--- src/rtl/alu_pipe.sv ---
// Registered ALU with valid/ready on both sides; 1-cycle latency for single-step ops,
// k cycles after acceptance for k-bit shifts (one bit per cycle); holds the result while out_ready is low.
module alu_pipe #(
  parameter int WIDTH   = 8,
  parameter int SHAMT_W = $clog2(WIDTH)
) (
  input  logic             clk,
  input  logic             rst,
  input  logic             in_valid,
  output logic             in_ready,
  input  logic [WIDTH-1:0] A,
  input  logic [WIDTH-1:0] B,
  input  logic [3:0]       sel,
  output logic             out_valid,
  input  logic             out_ready,
  output logic [WIDTH-1:0] Y,
  output logic [3:0]       flags
);

  localparam logic [3:0] OP_ADD   = 4'b0001;
  localparam logic [3:0] OP_SUB   = 4'b0010;
  localparam logic [3:0] OP_NAND  = 4'b0011;
  localparam logic [3:0] OP_SHL   = 4'b0100;
  localparam logic [3:0] OP_SHR   = 4'b0101;
  localparam logic [3:0] OP_OUT   = 4'b0110;
  localparam logic [3:0] OP_IN    = 4'b0111;
  localparam logic [3:0] OP_MOV   = 4'b1000;
  localparam logic [3:0] OP_STORE = 4'b1001;

  typedef enum logic {IDLE, SHIFT} state_t;

  state_t             state_q, state_d;
  logic [WIDTH-1:0]   y_q, y_d;
  logic [WIDTH-1:0]   work_q, work_d;
  logic [3:0]         flags_q, flags_d;
  logic               vld_q, vld_d;
  logic [SHAMT_W-1:0] cnt_q, cnt_d;
  logic               dir_q, dir_d;

  logic [SHAMT_W-1:0] shamt;
  logic [WIDTH:0]     sum, diff;
  logic [WIDTH-1:0]   nand_r, shifted;
  logic               out_bit, accept, v_add, v_sub;

  function automatic logic [1:0] zn(input logic [WIDTH-1:0] r);
    return {r == '0, r[WIDTH-1]};
  endfunction

  assign shamt   = B[SHAMT_W-1:0];
  assign sum     = {1'b0, A} + {1'b0, B};
  assign diff    = {1'b0, A} - {1'b0, B};
  assign nand_r  = ~(A & B);
  assign v_add   = (A[WIDTH-1] == B[WIDTH-1]) && (sum[WIDTH-1] != A[WIDTH-1]);
  assign v_sub   = (A[WIDTH-1] != B[WIDTH-1]) && (diff[WIDTH-1] != A[WIDTH-1]);
  // dir_q=1 means shift right; the bit leaving the register becomes C
  assign shifted = dir_q ? {1'b0, work_q[WIDTH-1:1]} : {work_q[WIDTH-2:0], 1'b0};
  assign out_bit = dir_q ? work_q[0] : work_q[WIDTH-1];

  assign in_ready  = !rst && (state_q == IDLE) && (!vld_q || out_ready);
  assign accept    = in_valid && in_ready;
  assign out_valid = vld_q;
  assign Y         = y_q;
  assign flags     = flags_q;

  always_comb begin
    state_d = state_q;
    y_d     = y_q;
    flags_d = flags_q;
    vld_d   = vld_q;
    work_d  = work_q;
    cnt_d   = cnt_q;
    dir_d   = dir_q;
    case (state_q)
      IDLE: begin
        if (vld_q && out_ready) vld_d = 1'b0;
        if (accept) begin
          vld_d = 1'b1;
          case (sel)
            OP_ADD: begin
              y_d     = sum[WIDTH-1:0];
              flags_d = {zn(sum[WIDTH-1:0]), sum[WIDTH], v_add};
            end
            OP_SUB: begin
              y_d     = diff[WIDTH-1:0];
              flags_d = {zn(diff[WIDTH-1:0]), ~diff[WIDTH], v_sub};
            end
            OP_NAND: begin
              y_d     = nand_r;
              flags_d = {zn(nand_r), 2'b00};
            end
            OP_SHL, OP_SHR: begin
              if (shamt == '0) begin
                y_d     = A;
                flags_d = {zn(A), 2'b00};
              end else begin
                vld_d   = 1'b0;
                work_d  = A;
                cnt_d   = shamt;
                dir_d   = (sel == OP_SHR);
                state_d = SHIFT;
              end
            end
            OP_OUT, OP_STORE: y_d = A;
            OP_MOV:           y_d = B;
            OP_IN:            y_d = '0;
            default:          y_d = '0;
          endcase
        end
      end
      SHIFT: begin
        work_d = shifted;
        cnt_d  = cnt_q - SHAMT_W'(1);
        if (cnt_q == SHAMT_W'(1)) begin
          y_d     = shifted;
          flags_d = {zn(shifted), out_bit, 1'b0};
          vld_d   = 1'b1;
          state_d = IDLE;
        end
      end
      default: state_d = IDLE;
    endcase
  end

  always_ff @(posedge clk) begin
    if (rst) begin
      state_q <= IDLE;
      y_q     <= '0;
      flags_q <= '0;
      vld_q   <= 1'b0;
      work_q  <= '0;
      cnt_q   <= '0;
      dir_q   <= 1'b0;
    end else begin
      state_q <= state_d;
      y_q     <= y_d;
      flags_q <= flags_d;
      vld_q   <= vld_d;
      work_q  <= work_d;
      cnt_q   <= cnt_d;
      dir_q   <= dir_d;
    end
  end

endmodule

--- config.mk ---
export PLATFORM = sky130hd
export DESIGN_NAME = alu_pipe
export DESIGN_NICKNAME = d
export VERILOG_FILES = /design/src/rtl/alu_pipe.sv
export SDC_FILE = /design/constraint.sdc
export NUM_CORES = 1
export LEC_CHECK = 0
export ABC_CLOCK_PERIOD_IN_PS = 4400
export BUFFER_PORTS_ARGS = -buffer_cell sky130_fd_sc_hd__clkbuf_2
export CAP_MARGIN = 5
export CORE_UTILIZATION = 63
export DETAILED_ROUTE_END_ITERATION = 12
export PLACE_DENSITY_LB_ADDON = 0.08
export SLEW_MARGIN = 20
export SYNTH_ARGS = -nofsm -noshare
export SYNTH_HDL_FRONTEND = slang
export SYNTH_SLANG_ARGS = --single-unit
--- constraint.sdc ---
create_clock -name clk -period 4.4 [get_ports clk]
set_clock_uncertainty 0.2 [all_clocks]
set_input_delay 0.44 -clock clk [delete_from_list [all_inputs] [get_ports clk]]
set_output_delay 0.44 -clock clk [all_outputs]
set_load 0.03 [all_outputs]
# After elaboration in Yosys (flattened, before gate mapping)
# Cells that the tools add are included.
word_totals:
  reg_bits: 26
  inputBits: 24
  wordCells: 88
op_classes:
  add_sub_neg: 3
  n_eq_ne: 20
  muxes: 31
  bitwise: 5
  reduce_logical: 22
op_table:
  columns: ["op", "count"]
  rows:
  - ["$mux 8", 7]
  - ["$pmux 8 s6", 1]
  - ["$logic_not 8->1", 5]
  - ["$pmux 8 s2", 2]
  - ["$pmux 4 s4", 1]
  - ["$eq 4x3->1 const B", 3]
  - ["$mux 4", 3]
  - ["$mux 1", 10]
  - ["$add 8x8->9", 1]
  - ["$mux 3", 3]
  - ["$sub 8x8->9", 1]
  - ["$and 8x8->8", 1]
  - ["$eq 4x2->1 const B", 2]
  - ["$eq 4x4->1 const B", 2]
  - ["$not 8->8", 1]
  - ["$pmux 4 s2", 1]
  - ["$reduce_and 4->1", 2]
  - ["$logic_and 1x1->1", 6]
  - ["$pmux 3 s2", 1]
  - ["$reduce_and 3->1", 2]
  - ["$ne 5x1->1 const B", 1]
  - ["$eq 4x1->1 const B", 1]
  - ["$ne 2x1->1 const B", 2]
  - ["$ne 2x2->1 const B", 2]
  - ["other kinds (13)", 20]

# Longest topological paths before layout
# Gate-level depths: netlist (run 1).
depth:
  word_depth: 6
  depth_mapped: 11
  mapped_depth_nobuf: 11

# Worst setup path after synthesis (run 1)
# Ideal clock, no wire load.
synth_timing:
  kind: "input-to-reg"
  start: "input port B[4]"
  end: "register flags_q[3], in the netlist flags[3]"
  arrival_time_ns: 2.180
  required_ns: 4.126
  setup_slack_ns: 1.946
  path_stages: 9
  n_path_buf: 1
  cell_sequence: "inv_1 ha_1 buf_6 nor2b_1 nor3_1 a211oi_1 xor2_1 or4_1 a31oi_1"
synth_between:
  elab_chain_len: 6
  word_cells_on_any_way: 10
  cone_classes: "add/sub: 2; mux: 3; bitwise: 2; reduce/logical: 3"
synth_lines:
  columns: ["element", "line", "source"]
  rows:
  - ["from (decl)", "12", "input logic [WIDTH-1:0] B,"]
  - ["branches (longest 3 deep; another with $sub 8x8->9)", null, null]
  - ["$pmux 4 s4 (*)", "78", "case (sel)"]
  - ["$mux 4 (*)", "76", "if (accept) begin"]
  - ["$pmux 4 s2 (*)", "73", "case (state_q)"]
  - ["to (signal assigned)", "136", "flags_q <= flags_d;"]
  - ["to (decl)", "35", "logic [3:0] flags_q, flags_d;"]
# Mark *: on every way between the ends. The select of a mux whose other input is x is not followed.
# A chain may end at the register's enable or synchronous reset.

# Final worst setup path (run 1)
layout_timing:
  start: "register state_q"
  end: "register flags_q[3], in the netlist flags[3]"
layout_between:
  elab_chain_len: 6
  word_cells_on_any_way: 10
  cone_classes: "eq/ne: 4; mux: 1; bitwise: 1; reduce/logical: 4"
layout_lines:
  columns: ["element", "line", "source"]
  rows:
  - ["from (decl)", "32", "state_t state_q, state_d;"]
  - ["from (signal assigned)", "134", "state_q <= state_d;"]
  - ["$not 1->1", null, null]
  - ["$logic_and 1x1->1 (2 in a row)", "59", "assign in_ready = !rst && (state_q == IDLE) && (!vld_q || out_ready);"]
  - ["$logic_and 1x1->1", "60", "assign accept = in_valid && in_ready;"]
  - ["$ne 2x2->1 (no source line)", null, null]
  - ["$reduce_and 4->1 (no source line)", null, null]
# Several ways; a longest one is shown, not always the timed one.

==> results_dict.tcl, run 1 <==
set metrics [dict create \
    post-synth-top-area-fraction_pct 19.9 \
    worstHoldPathType "reg2reg" \
    synth.ff_latch_count 26 \
    worstPathRequired_ns 4.37 \
    power.share.sequential_pct 36.1 \
    layout-area-overhead-vs-synth_pct 8.03 \
    reg2reg_slack_ns 1.41 \
    synth_warnings 0 \
    worstPathCellList "inv_1 -> a21oi_1 -> a211o_1 -> nor2_2 -> mux2i_1 -> and2_1 -> a31oi_1" \
    post_cts_hold_buffer_count 0 \
    cts_tree "done" \
    clock_sink_count 26 \
    critPathSlowestCell "sky130_fd_sc_hd__dfxtp_1" \
    slew-limit-headroom_pct 32.6 \
    mappedNetlistArea_sq_um 2620 \
    synth.yosys.seq_area_share_pct 19.9 \
    top_level_ports 38 \
    n_antenna_cell 0 \
    power_frac_clock_pct 28.8 \
    cts_inserted_buffers 3 \
    postSynthAreaPerCell_sq_um 7.48 \
    route.detailed.vias_per_inst 6.48 \
    worst_setup_path_start_kind "flip-flop" \
    post-cts-setup-buffers 0 \
    timing.setup.tns_ns 0 \
    place.port_buffers 37 \
    vdd.ir_drop.worst_mv 0.176 \
    net-switching-power_uw 233 \
    cp_buf_inv_count 1 \
    grt_remaining_overflow 0 \
    hpwl_um 5370 \
    finalSetupViolations 0 \
    first_global_vias 2389 \
    synth-edff-count 0 \
    crit_end_category "flip-flop" \
    hold_violations 0 \
    outcome "completed" \
    slew_violations 0 \
    die_y_um 66.5 \
    timing.max_cap.violations 0 \
    h-tree-depth 1 \
    avgRoutedWirePerCell_um 17.0 \
    post-route-period-util_pct 68.0 \
    antenna_found_initial 0 \
    leakage_uw 0.00113 \
    synth-async-reset-ratio_pct 0 \
    p_per_area_nw_per_um2 243 \
    area_leader_netlist "sky130_fd_sc_hd__dfxtp_1" \
    criticalPathCategory "reg2reg" \
    synth_flop_cell "sky130_fd_sc_hd__dfxtp_1" \
    worstPathArrival_ns 2.96 \
    most_frequent_cells_in_the_layout "sky130_fd_sc_hd__a21oi_1, sky130_fd_sc_hd__clkbuf_2, sky130_fd_sc_hd__nor2_1" \
    cp_max_fo 23 \
    drt-total-wl_um 7090 \
    clkSlewWorstSetupHoldPaths_ns 0.09 \
    drc_errors 0 \
    most_common_cell_after_layout_fill_and_taps_aside "sky130_fd_sc_hd__a21oi_1" \
    cts_max_path_buffers 2 \
    net_count_after_synthesis 395 \
    post_cts_resize_count 0 \
    initial_core_utilization_pct 65.4 \
    drt_first_iter_violations 193 \
    die_x_um 66.5 \
    postPlaceCellArea_sq_um 2760 \
    maximum_achievable_frequency_mhz 334 \
    crit_family "compound AO/OA/AOI/OAI gates" \
    die_area_sq_um 4420 \
    route.vias.total 2708 \
    grt_first_pass_wirelength_um 11400 \
    power.internal_uw 455 \
    clock_insertion_delay_worst_skew_ns 0.27 \
    grt_start_max_net_pins 28 \
    comb_power_share_pct 35.1 \
    cts_root_buf "sky130_fd_sc_hd__clkbuf_8" \
    synthesis.instances 350 \
    first_pass_iters 4 \
    fp-row-count 23 \
    grt_usage_pct 33.8 \
    final_nets 414 \
    routabilityCongestion 0.933 \
    grt_setup_unrepaired "false" \
    switching_share_pct 33.9 \
    highest_cell_delay_on_the_worst_timing_path_ns 0.83 \
    max_slew.worst_pin.slew_ns 0.996 \
    synth_cell_types 60 \
    post-route-cell-area_sq_um 2830 \
    period_needed_ns 2.99 \
    fraction_of_layout_instances_using_a_drive_strength_above_1_pct 15.2 \
    core_area_sq_um 4000 \
    drt.antenna.violating_nets 0 \
    synth_top_cells_by_area "sky130_fd_sc_hd__dfxtp_1, sky130_fd_sc_hd__ha_1, sky130_fd_sc_hd__a21oi_1" \
]
-- layout make-up --
cell class / count / area (sq um)
multi-input combinational: 278 / 1900
fill: 364 / 1170
sequential: 26 / 520
timing repair buffer: 38 / 193
inverter: 22 / 82.6
tap: 50 / 62.6
clock buffer: 3 / 41.3
clock inverter: 1 / 30.0
-- per-stage QoR --
step / instances / hold WS, ns / utilization [%] / power, uW / setup slack (ns)
finish: 418 / 0.264 / 70.7 / 688 / 1.41
global route: 418 / 0.294 / 70.7 / 721 / 1.22
CTS: 418 / 0.267 / 70.7 / 685 / 1.46
detailed placement: 414 / 0.253 / 68.9 / 490 / 1.48
global placement: 414 / 0.247 / 68.9 / 487 / 1.48
floorplan: 350 / 0.260 / - / 428 / 1.95
-- per-layer routing --
metal / global-route usage, % / wire [um] / up-vias
li1: - / - / 1311
met5: 0 / 0 / -
met2: 55.5 / 3120 / 117
met4: 7.45 / 146 / 0
met1: 45.7 / 3280 / 1265
met3: 6.16 / 533 / 15
-- synth_stat cells, drive strengths merged (2+ instances only) --
cell type and count:
a21oi 43, nor2 32, dfxtp 26, nand2 23
inv 22, ha 19, buf 15, nor3 13
o21ai 12, a221oi 9, clkbuf 9, nand2b 8
nand3 7, xnor2 7, a211oi 6, a21o 6
nor2b 6, nor3b 6, nor4 6, a22oi 5
mux2i 5, o21a 5, xor2 5, mux2 4
o31a 4, a211o 3, a221o 3, a31oi 3
and2 3, and3 3, nand4 3, o211ai 3
o2bb2ai 3, a311oi 2, fa 2, o21bai 2
o311ai 2, o41ai 2, or2 2, or4 2
-- flip-flops by register name, indices dropped and copies added (netlist names) --
register and flops:
out_valid 1, flags 4, work_q 8, state_q 1
dir_q 1, Y 8, cnt_q 3
-- path summary, 6_finish.rpt --
check           from  endpoint  depth (start not counted)
min             Y[1]      Y[1]                          2
max reg2reg  state_q  flags[3]                          7
max          state_q  flags[3]                          7
min reg2reg     Y[1]      Y[1]                          2
-- power groups by stage --
stage          Sequential, uW  Clock, uW  Combinational (uW)
2_1_floorplan             264          0                 165
3_3_place_gp              254          0                 233
3_5_place_dp              254          0                 236
4_1_cts                   249        200                 237
5_1_grt                   250        207                 264
6_report                  249        198                 241
-- tightest hold or removal path, stage by stage (launching register included) --
cell                      delay, ns
sky130_fd_sc_hd__dfxtp_1       0.32
sky130_fd_sc_hd__nand2_1       0.05
sky130_fd_sc_hd__a21oi_1       0.05
-- logic make-up after synthesis --
logic type | Yosys count | synth area share [%]
multiplexers | 9 | 3.63
AND/OR/NAND/NOR | 119 | 23.5
AO/OA/AOI/OAI | 117 | 30.7
buffers and inverters | 46 | 7.60
adder cells (fa/ha/maj) | 21 | 10.6
flip-flops | 26 | 19.9
XOR/XNOR | 12 | 4.02
Note: power is estimated with default switching activity, not from simulation.
==> run 2: changes to the inputs <==
Settings changed: ABC_CLOCK_PERIOD_IN_PS 4400 to 2400, CORE_UTILIZATION 63 to 53.
Clock period 4.4 ns to 2.4 ns, I/O delays scaled along.
==> results_dict.tcl, run 2 (synthesis gave the netlist of run 1 again) <==
set metrics [dict create \
    criticalPathCategory "in2reg" \
    drt.antenna.violating_nets 0 \
    route.vias.total 2957 \
    cp_max_fo 2 \
    timing.hold.worst_endpoint "out_valid" \
    grt_start_max_net_pins 23 \
    hpwl_um 6390 \
    place.port_buffers 37 \
    timing.setup.tns_ns 0 \
    first_global_vias 2658 \
    pre_cts_slack_ns -0.132 \
    drt-total-wl_um 8160 \
    met1_length_um 3690 \
    max_slew.worst_pin.slew_ns 0.424 \
    leakage_uw 0.00138 \
    detailroute.wirelength.met2_um 3770 \
    wl_met3_um 482 \
    most_frequent_cells_in_the_layout "sky130_fd_sc_hd__buf_4, sky130_fd_sc_hd__a21oi_1, sky130_fd_sc_hd__clkbuf_2" \
    worstRegToRegCells 7 \
    grt_first_pass_wirelength_um 13000 \
    place.detailed.instances 484 \
    hold_start "out_ready" \
    slew-limit-headroom_pct 71.7 \
    worstPathRequired_ns 2.39 \
    timing.hold.worst_path_depth 4 \
    die_y_um 72.3 \
    highest_cell_delay_on_the_worst_timing_path_ns 0.52 \
    crit_end_category "flip-flop" \
    avgRoutedWirePerCell_um 16.7 \
    routabilityCongestion 0.930 \
    final_worst_setup_slack_ns 0.133 \
    final_nets 467 \
    slew_violations 0 \
    finalSetupViolations 0 \
    fin_cells 487 \
    post_cts_hold_buffer_count 0 \
    n_antenna_cell 0 \
    cts_inserted_buffers 3 \
    top_level_ports 38 \
    first_pass_iters 5 \
    outcome "completed" \
    initial_core_utilization_pct 55.4 \
    timing.max_cap.violations 0 \
    route.top_layer_used "met4" \
    reg2reg_slack_ns 0.28 \
    cts_tree "done" \
    antenna_found_initial 0 \
    drt_first_iter_violations 258 \
    maximum_achievable_frequency_mhz 441 \
    h-tree-depth 1 \
    vdd.ir_drop.worst_mv 0.302 \
    core_area_sq_um 4720 \
    clock_sink_count 26 \
    critPathSlowestCell "sky130_fd_sc_hd__or4_1" \
    grt_remaining_overflow 0 \
    clkSlewWorstSetupHoldPaths_ns 0.09 \
    fp-row-count 25 \
    grt_usage_pct 31.9 \
    grt_setup_unrepaired "false" \
    drc_errors 0 \
    post_cts_resize_count 0 \
    worst_setup_path_start_kind "input port" \
    period_needed_ns 2.27 \
    worstPathArrival_ns 2.26 \
    post-cts-setup-buffers 0 \
    clock_insertion_delay_worst_skew_ns 0.27 \
    cts_max_path_buffers 2 \
    hold_violations 0 \
    worstHoldPathType "in2reg" \
    layout.core_utilization_pct 68.3 \
    die_x_um 72.3 \
    worstPathCellList "clkbuf_2 -> inv_1 -> ha_1 -> nand2b_1 -> a221oi_2 -> a211oi_2 -> xor2_1 -> or4_1 -> a31oi_1" \
    p_per_area_nw_per_um2 384 \
    cts_root_buf "sky130_fd_sc_hd__clkbuf_8" \
    critical_path.reg2reg.startpoint "out_valid" \
    fraction_of_layout_instances_using_a_drive_strength_above_1_pct 26.2 \
    layout-area-overhead-vs-synth_pct 23.3 \
    die_area_sq_um 5220 \
    post-route-period-util_pct 94.5 \
    fin_worst_hold_slack_ns 0.128 \
    regToRegEndpoint "flags[3]" \
    most_common_cell_after_layout_fill_and_taps_aside "sky130_fd_sc_hd__buf_4" \
    route.detailed.vias_per_inst 6.07 \
]
run 2: changes by cell type in the layout (fill, tap and decap cells not counted):
cell	before	now
sky130_fd_sc_hd__bufinv_16	1	0
sky130_fd_sc_hd__a211oi_2	0	2
sky130_fd_sc_hd__a211oi_1	5	3
sky130_fd_sc_hd__buf_4	1	54
run 2: final cells by class:
cell class | instances | area (sq um)
clock buffers | 3 | 41.3
multi-input cells | 278 | 1910
flip-flops and latches | 26 | 520
well taps | 67 | 83.8
repair buffers | 91 | 591
fillers | 412 | 1500
inverters | 22 | 82.6
run 2: worst max-delay path by stage:
stage               slack, ns       end  start  cells after the start
finish                   0.13  flags[3]   B[1]                      9
detailed placement      -0.13  flags[3]   A[2]                      9
floorplan                0.15  flags[3]   B[4]                      9
CTS                      0.13  flags[3]   A[2]                      9
global route             0.02      Y[5]   A[0]                     12
global placement        -0.11  flags[3]   A[2]                      9
run 2: report_power, final:
group / leakage [uW] / internal, uW / switching [uW] / total [uW]
clock: 0.0000216 / 112 / 129 / 242
sequential: 0.000211 / 445 / 9.00 / 454
combinational: 0.00115 / 238 / 304 / 542
run 2: worst max-delay path: cells and delay by family:
family                     cells  cell delay (ns)
adders and majority gates      1             0.27
AOI/OAI and AO/OA              3             0.71
and+or+nand+nor                2             0.70
buffers and inverters          2             0.14
xor gates and xnor gates       1             0.19
run 2: through the flow:
step	total power, uW	area (sq um)
6_report	1240	3230
4_1_cts	1230	3220
3_5_place_dp	992	3180
2_1_floorplan	785	2620
5_1_grt	1300	3230
3_3_place_gp	983	3180
run 2: layer usage:
layer / GRT usage, % / vias to the layer above
met5: 0 / -
met4: 8.28 / 0
met3: 4.44 / 19
met2: 52.2 / 120
met1: 43.9 / 1399
li1: - / 1419
